[src/rtl/iomem_interconnect.sv]
// iomem_interconnect: routes the picosoc iomem master port to up to NSLOTS
// memory-mapped peripherals. The target slot is latched per transaction, read data
// is muxed by that latched slot, a watchdog completes stalled accesses, and an
// internal status block records timeouts and unmapped accesses.
//
// Ports:
//   clk, resetn            system clock, synchronous active-low reset
//   iomem_valid/wstrb/addr/wdata   master request (wstrb == 0 means read)
//   iomem_ready, iomem_rdata       one-cycle completion pulse and its read data
//   s_valid, s_ready, s_rdata      per-slot request / completion / read data lanes
//   s_wstrb, s_addr, s_wdata       master signals broadcast to every slot
//   err_irq                        level interrupt: timeout or unmapped sticky set
module iomem_interconnect #(
    parameter int unsigned         NSLOTS      = 8,
    parameter logic [NSLOTS*8-1:0] SLOT_BASE   = 64'h0A09_0807_0605_0403,
    parameter logic [7:0]          STATUS_BASE = 8'h0F,
    parameter int unsigned         TIMEOUT     = 1024,
    parameter logic [31:0]         ERR_RDATA   = 32'hFFFF_FFFF
) (
    input  logic                   clk,
    input  logic                   resetn,
    input  logic                   iomem_valid,
    input  logic [3:0]             iomem_wstrb,
    input  logic [31:0]            iomem_addr,
    input  logic [31:0]            iomem_wdata,
    output logic                   iomem_ready,
    output logic [31:0]            iomem_rdata,
    output logic [NSLOTS-1:0]      s_valid,
    input  logic [NSLOTS-1:0]      s_ready,
    input  logic [NSLOTS*32-1:0]   s_rdata,
    output logic [3:0]             s_wstrb,
    output logic [31:0]            s_addr,
    output logic [31:0]            s_wdata,
    output logic                   err_irq
);

    localparam int unsigned SelW  = (NSLOTS > 1) ? $clog2(NSLOTS) : 1;
    // A disabled watchdog still gets a 1-bit counter so the logic stays well formed.
    localparam int unsigned WdogW = (TIMEOUT > 0) ? $clog2(TIMEOUT + 1) : 1;
    localparam logic [WdogW-1:0] WdogLast = WdogW'((TIMEOUT > 0) ? TIMEOUT - 1 : 0);
    localparam bit WdogEn = (TIMEOUT != 0);

    typedef enum logic [1:0] {
        StIdle,
        StWait,
        StResp
    } state_e;

    state_e            state_q, state_d;
    logic [SelW-1:0]   sel_q, sel_d;
    logic [WdogW-1:0]  wdog_q, wdog_d;
    logic [31:0]       rdata_q, rdata_d;
    logic              timeout_q, timeout_d;
    logic              unmapped_q, unmapped_d;
    logic [3:0]        err_slot_q, err_slot_d;
    logic [15:0]       err_cnt_q, err_cnt_d;
    logic [31:0]       err_addr_q, err_addr_d;

    logic [31:0]       slot_rdata [NSLOTS];
    logic [NSLOTS-1:0] slot_match;
    logic              slot_hit;
    logic [SelW-1:0]   slot_idx;
    logic              status_hit;
    logic [31:0]       status_word0;
    logic              log_err;
    logic [3:0]        log_slot;

    for (genvar g = 0; g < NSLOTS; g++) begin : g_slot
        assign slot_rdata[g] = s_rdata[32*g +: 32];
        assign slot_match[g] = (iomem_addr[31:24] == SLOT_BASE[8*g +: 8]);
    end

    // Scan from the top so that the lowest matching index is the one that sticks.
    always_comb begin
        slot_hit = 1'b0;
        slot_idx = '0;
        for (int i = int'(NSLOTS) - 1; i >= 0; i--) begin
            if (slot_match[i]) begin
                slot_hit = 1'b1;
                slot_idx = SelW'(i);
            end
        end
    end

    assign status_hit   = (iomem_addr[31:24] == STATUS_BASE);
    assign status_word0 = {err_cnt_q, 4'h0, err_slot_q, 6'h0, unmapped_q, timeout_q};

    always_comb begin
        state_d    = state_q;
        sel_d      = sel_q;
        wdog_d     = wdog_q;
        rdata_d    = rdata_q;
        timeout_d  = timeout_q;
        unmapped_d = unmapped_q;
        err_slot_d = err_slot_q;
        err_cnt_d  = err_cnt_q;
        err_addr_d = err_addr_q;
        log_err    = 1'b0;
        log_slot   = 4'h0;
        s_valid    = '0;

        case (state_q)
            StIdle: begin
                if (iomem_valid) begin
                    if (slot_hit) begin
                        sel_d   = slot_idx;
                        wdog_d  = '0;
                        state_d = StWait;
                    end else if (status_hit) begin
                        // Reads see the pre-clear register contents.
                        rdata_d = iomem_addr[2] ? err_addr_q : status_word0;
                        if (iomem_wstrb != 4'h0 && !iomem_addr[2]) begin
                            timeout_d  = 1'b0;
                            unmapped_d = 1'b0;
                            err_cnt_d  = '0;
                            err_slot_d = '0;
                        end
                        state_d = StResp;
                    end else begin
                        unmapped_d = 1'b1;
                        rdata_d    = '0;
                        log_err    = 1'b1;
                        log_slot   = 4'hF;
                        state_d    = StResp;
                    end
                end
            end
            StWait: begin
                s_valid[sel_q] = iomem_valid;
                if (!iomem_valid) begin
                    // Master withdrew the request: drop it without a response.
                    state_d = StIdle;
                end else if (s_ready[sel_q]) begin
                    // Ready is checked first so it wins over a simultaneous expiry.
                    rdata_d = slot_rdata[sel_q];
                    state_d = StResp;
                end else if (WdogEn && wdog_q == WdogLast) begin
                    rdata_d   = ERR_RDATA;
                    timeout_d = 1'b1;
                    log_err   = 1'b1;
                    log_slot  = 4'(sel_q);
                    state_d   = StResp;
                end else begin
                    wdog_d = wdog_q + WdogW'(1);
                end
            end
            StResp: begin
                state_d = StIdle;
            end
            default: begin
                state_d = StIdle;
            end
        endcase

        if (log_err) begin
            err_cnt_d  = (err_cnt_q == 16'hFFFF) ? err_cnt_q : err_cnt_q + 16'd1;
            err_addr_d = iomem_addr;
            err_slot_d = log_slot;
        end
    end

    always_ff @(posedge clk) begin
        if (!resetn) begin
            state_q    <= StIdle;
            sel_q      <= '0;
            wdog_q     <= '0;
            rdata_q    <= '0;
            timeout_q  <= 1'b0;
            unmapped_q <= 1'b0;
            err_slot_q <= '0;
            err_cnt_q  <= '0;
            err_addr_q <= '0;
        end else begin
            state_q    <= state_d;
            sel_q      <= sel_d;
            wdog_q     <= wdog_d;
            rdata_q    <= rdata_d;
            timeout_q  <= timeout_d;
            unmapped_q <= unmapped_d;
            err_slot_q <= err_slot_d;
            err_cnt_q  <= err_cnt_d;
            err_addr_q <= err_addr_d;
        end
    end

    assign iomem_ready = (state_q == StResp);
    assign iomem_rdata = rdata_q;
    assign s_wstrb     = iomem_wstrb;
    assign s_addr      = iomem_addr;
    assign s_wdata     = iomem_wdata;
    assign err_irq     = timeout_q | unmapped_q;

endmodule

[config.mk]
export PLATFORM = sky130hd
export DESIGN_NAME = iomem_interconnect
export DESIGN_NICKNAME = d
export VERILOG_FILES = /design/src/rtl/iomem_interconnect.sv
export SDC_FILE = /design/constraint.sdc
export NUM_CORES = 1
export LEC_CHECK = 0
export CAP_MARGIN = 20
export CORE_AREA = 2 2 175 177
export CTS_BUF_LIST = sky130_fd_sc_hd__clkbuf_8
export DETAILED_ROUTE_END_ITERATION = 7
export DIE_AREA = 0 0 177 179
export GPL_ROUTABILITY_DRIVEN = 1
export SLEW_MARGIN = 40
export SYNTH_ARGS = -nofsm -noshare
export SYNTH_HDL_FRONTEND = slang
export SYNTH_SLANG_ARGS = --single-unit
[constraint.sdc]
create_clock -name clk -period 6.4 [get_ports clk]
set_input_delay 1.28 -clock clk [delete_from_list [all_inputs] [get_ports clk]]
set_output_delay 1.28 -clock clk [all_outputs]
set_load 0.02 [all_outputs]
==> results.tsv, run 1 <==
stage	metric	value	unit
critical_path	Worst setup startpoint	iomem_valid	
timing	Rel. slew slack	0.491	
critical_path	Worst path max stage delay	730	ps
route	post-route DRC violation count	0	
yosys	Net Count, Synth	1173	
timing	Finish-stage setup viols	0	
timing	hold_ws	455	ps
critical_path	slowest CP cell	clkdlybuf4s50_1	
clock_tree	CTS root buf	clkbuf_8	
critical_path	Setup CP Type	input port to output pin	
grt	Global Route Usage Sum	0.187	
yosys	synthesized area	7260	um2
clock_tree	clock buffer depth	2	
cells_and_area	area of the multi-input gates	4430	um2
cells_and_area	commonest non-fill, non-tap cell in the layout	clkdlybuf4s50_1	
clock_tree	CTS tree	yes	
yosys	xor/xnor share of the synthesized area	0.00724	
yosys	mux contribution to synthesized area	0.256	
clock_tree	Clock Latency Late Sink	380	ps
grt	largest net degree at the start of global routing	47	
yosys	Async S/R FF share, synth	0	
timing	FMAX	230	MHz
critical_path	CP Buf/Inv Count	2	
critical_path	reg2reg path depth	7	
grt	vias in the first global route	7115	
floorplan	die span in y	179	um
hold_path	HP Class	register to register	
grt	grt ovf	0	
hold_path	Worst Hold Launch	err_addr_q[26]	
placement	Port Buf Inserts	380	
yosys	Synth Area in Adders	0.00345	
cells_and_area	share of cells above drive strength 1	0.105	
placement	DP HPWL	24600	um
grt	first-pass GRT wire length	44000	um
power	Worst VDD drop	87.3	uV
floorplan	Cell Rows	64	
power	pwr dens	133	nW/um2
grt	initial antenna violation count	4	
yosys	largest family of logic cells by synthesized area	multiplexers	
cells_and_area	Reg area	2050	um2
floorplan	IO Pins	445	
clock_tree	CTS Buf Count	9	
floorplan	initial core utilization	0.242	
yosys	compound-cell area share of the yosys netlist	0.157	
clock_tree	# H-tree levels	3	
route	via count of the routed design	7422	
critical_path	WP data required	5120	ps
yosys	post-synthesis cell count	836	
critical_path	reg2reg start	sel_q[0]	
outcome	outcome	finished, final reports clean	
critical_path	worst-path cell chain	clkdlybuf4s50_1 > nand2_1 > nor4_1 > clkdlybuf4s50_1	
route	TritonRoute pass-1 iters	5	
route	antenna-violating nets left	0	
critical_path	CP endpoint kind	output pin	
power	Tot Pwr	0.00147	W
hold_path	WHS Path Cells	2	
route	total wire length	30900	um
yosys	Yosys warning count	0	
critical_path	reg-to-reg slack, setup	3110	ps
timing	Slew Limit Fails	0	
route	First DRT Iteration DRCs	547	
critical_path	crit-path leading delay family	buffers and inverters	
critical_path	Crit Path Max Fanout	6	
critical_path	CP Launch Type	input port	
floorplan	Chip Width	177	um
clock_tree	register clock-pin slew on the reported worst setup and hold paths	100	ps
clock_tree	clock sinks	102	
cells_and_area	fillers	3059	
job	max cap viols	0	
route	DR WL/cell	20.5	um
yosys	EDFF count, synth	0	
timing	Setup TNS Final	0	ps
critical_path	Data arrival, critical path	3080	ps
yosys	simple-gate share of the synthesized area	0.183	
yosys	#FFs+latches synth	102	
floorplan	core area	30000	um2
timing	setup ws final	2040	ps
cells_and_area	fin nets	1441	
yosys	sequential cell area fraction in the yosys report	0.281	
timing	clk_skew	9.06	ps
yosys	syn avg cell area	8.68	um2
yosys	Yosys cell types	52	
clock_tree	# hold bufs at CTS	0	
timing	Slew @ Worst Pin	763	ps
timing	Final Hold Fails	0	
floorplan	die area	31700	um2
critical_path	R2R Path End	iomem_rdata[14]	
placement	pre-CTS setup slack	2060	ps
yosys	top_reg_cell synth	dfxtp_1	
clock_tree	Post-CTS Setup Repair Bufs	0	
timing	Tmin final	4360	ps
timing	Tcrit/Tclk final	0.681	
route	Vias per Instance	4.92	
placement	routability cong.	0.784	
hold_path	WHS Endpoint	err_addr_q[26]	
cells_and_area	Synth-to-Final Area Change	53.2	%
cells_and_area	most frequent cells in the layout	380 x clkdlybuf4s50_1, 121 x nand2_1, 99 x a21oi_1, 99 x dfxtp_1, 82 x nor2_1	
timing	unrepaired setup endpoints after global routing	false	
critical_path	most used cell, CP	clkdlybuf4s50_1	
clock_tree	number of gates resized after cts	0	
power	static leakage	3.72	nW
## flip-flops by register name, summed over array words and instances (netlist names)
signal       cells
sel_q            3
state_q          2
wdog_q          11
err_cnt_q       16
timeout_q        1
unmapped_q       1
err_addr_q      32
iomem_rdata     32
err_slot_q       4
## tightest hold or removal path: stages (launching register included)
cell,delay (ps)
dfxtp_1,320
nand2_1,50
a21oi_1,50
## cells by family after synthesis
| logic type | Yosys count |
|---|---|
| muxes | 104 |
| DFF | 102 |
| xor gates and xnor gates | 6 |
| AOI/OAI and AO/OA | 191 |
| buffers and inverters | 140 |
| and+or+nand+nor | 291 |
| adders and majority gates | 2 |
## layer usage
metal	up-vias	routed length (um)	GRT usage
li1	3542	-	-
met2	295	15300	0.312
met5	-	13	0
met3	23	2000	0.0422
met1	3560	13100	0.241
met4	2	405	0.0530
## area by class of cell
cell class                 instances  area share
clock buffer                      12      0.0149
inverter                           5     0.00180
clock inverter                     4     0.00270
tap                              396      0.0446
antenna                            4    0.000900
sequential                       102       0.184
multi-input combinational        594       0.399
timing repair buffer             392       0.352
## cell usage after synthesis (9+ instances only)
cell      count  area share
nand2_1     122       0.063
dfxtp_1     102        0.28
a21oi_1      99       0.068
nor2_1       84       0.043
buf_4        68       0.070
mux4_2       65        0.20
clkbuf_1     47       0.024
mux2i_1      35       0.048
o21ai_0      27       0.019
o211ai_1     24       0.025
or4_1        18       0.019
o31ai_1      16       0.017
nand3_1      11      0.0076
a211o_1      10       0.012
nor3_1       10      0.0069
buf_1         9      0.0047
buf_2         9      0.0062
nand4_1       9      0.0078
## where the power goes
part | switching, W | leakage (nW) | internal [W]
registers | 0.0000123 | 0.831 | 0.000652
clock network | 0.000240 | 0.0986 | 0.000175
logic | 0.000149 | 2.79 | 0.000247
## worst max path at each step
stage | to | slack, ps | depth (start not counted)
after CTS | s_valid[0] | 2050 | 4
final | s_valid[4] | 2040 | 4
after global routing | s_valid[2] | 1970 | 4
after detailed placement | s_valid[2] | 2060 | 4
after global placement | wdog_q[7] | 1990 | 7
after floorplan | err_cnt_q[2] | 3080 | 8
## stage by stage
| stage | area (um2) | utilization | cells |
|---|---|---|---|
| after global routing | 11100 | 0.370 | 1507 |
| after global placement | 10900 | 0.362 | 1488 |
| after floorplan | 7260 | - | 836 |
| after CTS | 11100 | 0.370 | 1505 |
| final | 11100 | 0.370 | 1509 |
| after detailed placement | 10900 | 0.363 | 1489 |
(Power assumes the default switching activity.)
==> inputs of run 2 (changes only) <==
==> constraint.sdc (replaced) <==
create_clock -name clk -period 3.55 [get_ports clk]
set_input_delay 0.71 -clock clk [delete_from_list [all_inputs] [get_ports clk]]
set_output_delay 0.71 -clock clk [all_outputs]
set_load 0.02 [all_outputs]
==> run 2 against run 1 <==
First-iteration DRC count fell by 23%. Sequential share of layout area fell by 0.25 points. Power rose by 85%. Critical path type unchanged. Critical endpoint is now s_valid[2]. Largest cell class unchanged. Highest routed layer is now met4.
==> results.tsv, run 2 (synthesis results as in run 1) <==
stage	metric	value	unit
outcome	outcome	finished, final reports clean	
route	total wire length	31100	um
cells_and_area	fin nets	1459	
critical_path	CP endpoint kind	output pin	
clock_tree	clock sinks	102	
cells_and_area	Synth-to-Final Area Change	55.3	%
floorplan	Chip Width	177	um
timing	Slew @ Worst Pin	686	ps
route	via count of the routed design	7377	
hold_path	WHS Path Cells	2	
floorplan	die area	31700	um2
cells_and_area	commonest non-fill, non-tap cell in the layout	clkdlybuf4s50_1	
placement	DP HPWL	25100	um
clock_tree	register clock-pin slew on the reported worst setup and hold paths	100	ps
floorplan	Cell Rows	64	
critical_path	CP Launch Type	input port	
critical_path	reg-to-reg slack, setup	690	ps
floorplan	IO Pins	445	
timing	unrepaired setup endpoints after global routing	false	
cells_and_area	final instance area	11300	um2
route	DR WL/cell	20.4	um
cells_and_area	most frequent cells in the layout	380 x clkdlybuf4s50_1, 122 x nand2_1, 99 x a21oi_1, 99 x dfxtp_1, 82 x nor2_1	
critical_path	Data arrival, critical path	2510	ps
power	static leakage	3.82	nW
placement	Post-DP Area	11000	um2
critical_path	WP data required	2840	ps
clock_tree	number of gates resized after cts	0	
critical_path	Crit Path Max Fanout	6	
timing	Setup TNS Final	0	ps
hold_path	Worst Hold Launch	iomem_rdata[2]	
timing	Slew Limit Fails	0	
timing	Tmin final	3220	ps
timing	Final Hold Fails	0	
cells_and_area	fillers	3089	
critical_path	R2R Path End	err_cnt_q[11]	
timing	Tcrit/Tclk final	0.908	
power	pwr dens	243	nW/um2
timing	Finish-stage setup viols	0	
clock_tree	# hold bufs at CTS	0	
grt	Global Route Usage Sum	0.187	
clock_tree	Post-CTS Setup Repair Bufs	0	
timing	clk_skew	14.8	ps
grt	initial antenna violation count	4	
route	antenna-violating nets left	0	
hold_path	HP Class	register to register	
critical_path	reg2reg start	wdog_q[0]	
clock_tree	Clock Latency Late Sink	390	ps
critical_path	reg2reg path depth	8	
floorplan	core area	30000	um2
timing	FMAX	310	MHz
hold_path	WHS Endpoint	iomem_rdata[2]	
grt	first-pass GRT wire length	44100	um
route	post-route DRC violation count	0	
clock_tree	clock buffer depth	2	
clock_tree	CTS root buf	clkbuf_8	
placement	Port Buf Inserts	380	
floorplan	die span in y	179	um
clock_tree	# H-tree levels	3	
route	First DRT Iteration DRCs	420	
clock_tree	CTS Buf Count	9	
grt	grt ovf	0	
floorplan	initial core utilization	0.242	
timing	Rel. slew slack	0.538	
cells_and_area	share of cells above drive strength 1	0.114	
job	max cap viols	0	
cells_and_area	Util after Layout	0.375	
placement	routability cong.	0.811	
route	TritonRoute pass-1 iters	7	
grt	vias in the first global route	7176	
critical_path	Setup CP Type	input port to output pin	
grt	largest net degree at the start of global routing	47	
route	Vias per Instance	4.83	
clock_tree	CTS tree	yes	
power	Worst VDD drop	146	uV
run 2: area by class of cell:
class / count / area (um2) / area share
clock buffers: 12 / 165 / 0.0147
flip-flops and latches: 102 / 2050 / 0.182
diodes: 3 / 7.51 / 0.000666
clock inverters: 4 / 46.3 / 0.00411
repair buffers: 410 / 4070 / 0.361
well taps: 396 / 495 / 0.0440
multi-input cells: 594 / 4420 / 0.392
inverters: 5 / 18.8 / 0.00166
run 2: worst max path at each step:
stage	start	endpoint	slack, ps	cells past startpoint
2_1_floorplan	s_ready[7]	err_cnt_q[2]	800	8
3_3_place_gp	iomem_addr[31]	err_addr_q[19]	80	7
3_5_place_dp	s_ready[7]	err_cnt_q[11]	180	8
4_1_cts	iomem_valid	s_valid[2]	320	4
5_1_grt	iomem_valid	s_valid[2]	260	4
6_report	iomem_valid	s_valid[2]	330	4
run 2: worst max-delay path, stage by stage:
cell and delay, ps:
clkdlybuf4s50_1 710, nand2b_1 170, nor4_1 240, clkdlybuf4s50_1 680
run 2: per-layer routing:
layer  track usage  vias to the layer above  wire, um
li1              -                     3576         -
met1         0.245                     3533     13600
met2         0.312                      248     15300
met3        0.0388                       20      1850
met4        0.0479                        0       355
met5             0                        -         0
run 2: stage by stage:
| step | worst slack [ps] | cells | total power, W | hold slack, ps |
|---|---|---|---|---|
| 2_1_floorplan | 805 | 836 | 0.00155 | 431 |
| 3_3_place_gp | 78.3 | 1507 | 0.00195 | 438 |
| 3_5_place_dp | 181 | 1507 | 0.00196 | 443 |
| 4_1_cts | 320 | 1523 | 0.00276 | 458 |
| 5_1_grt | 262 | 1526 | 0.00285 | 475 |
| 6_report | 327 | 1526 | 0.00273 | 456 |
run 2: report_power, final:
part           switching (W)  internal [W]  total [W]
sequential         0.0000264       0.00117    0.00120
clock               0.000423      0.000381   0.000804
combinational       0.000273      0.000456   0.000729
total               0.000723       0.00201    0.00273
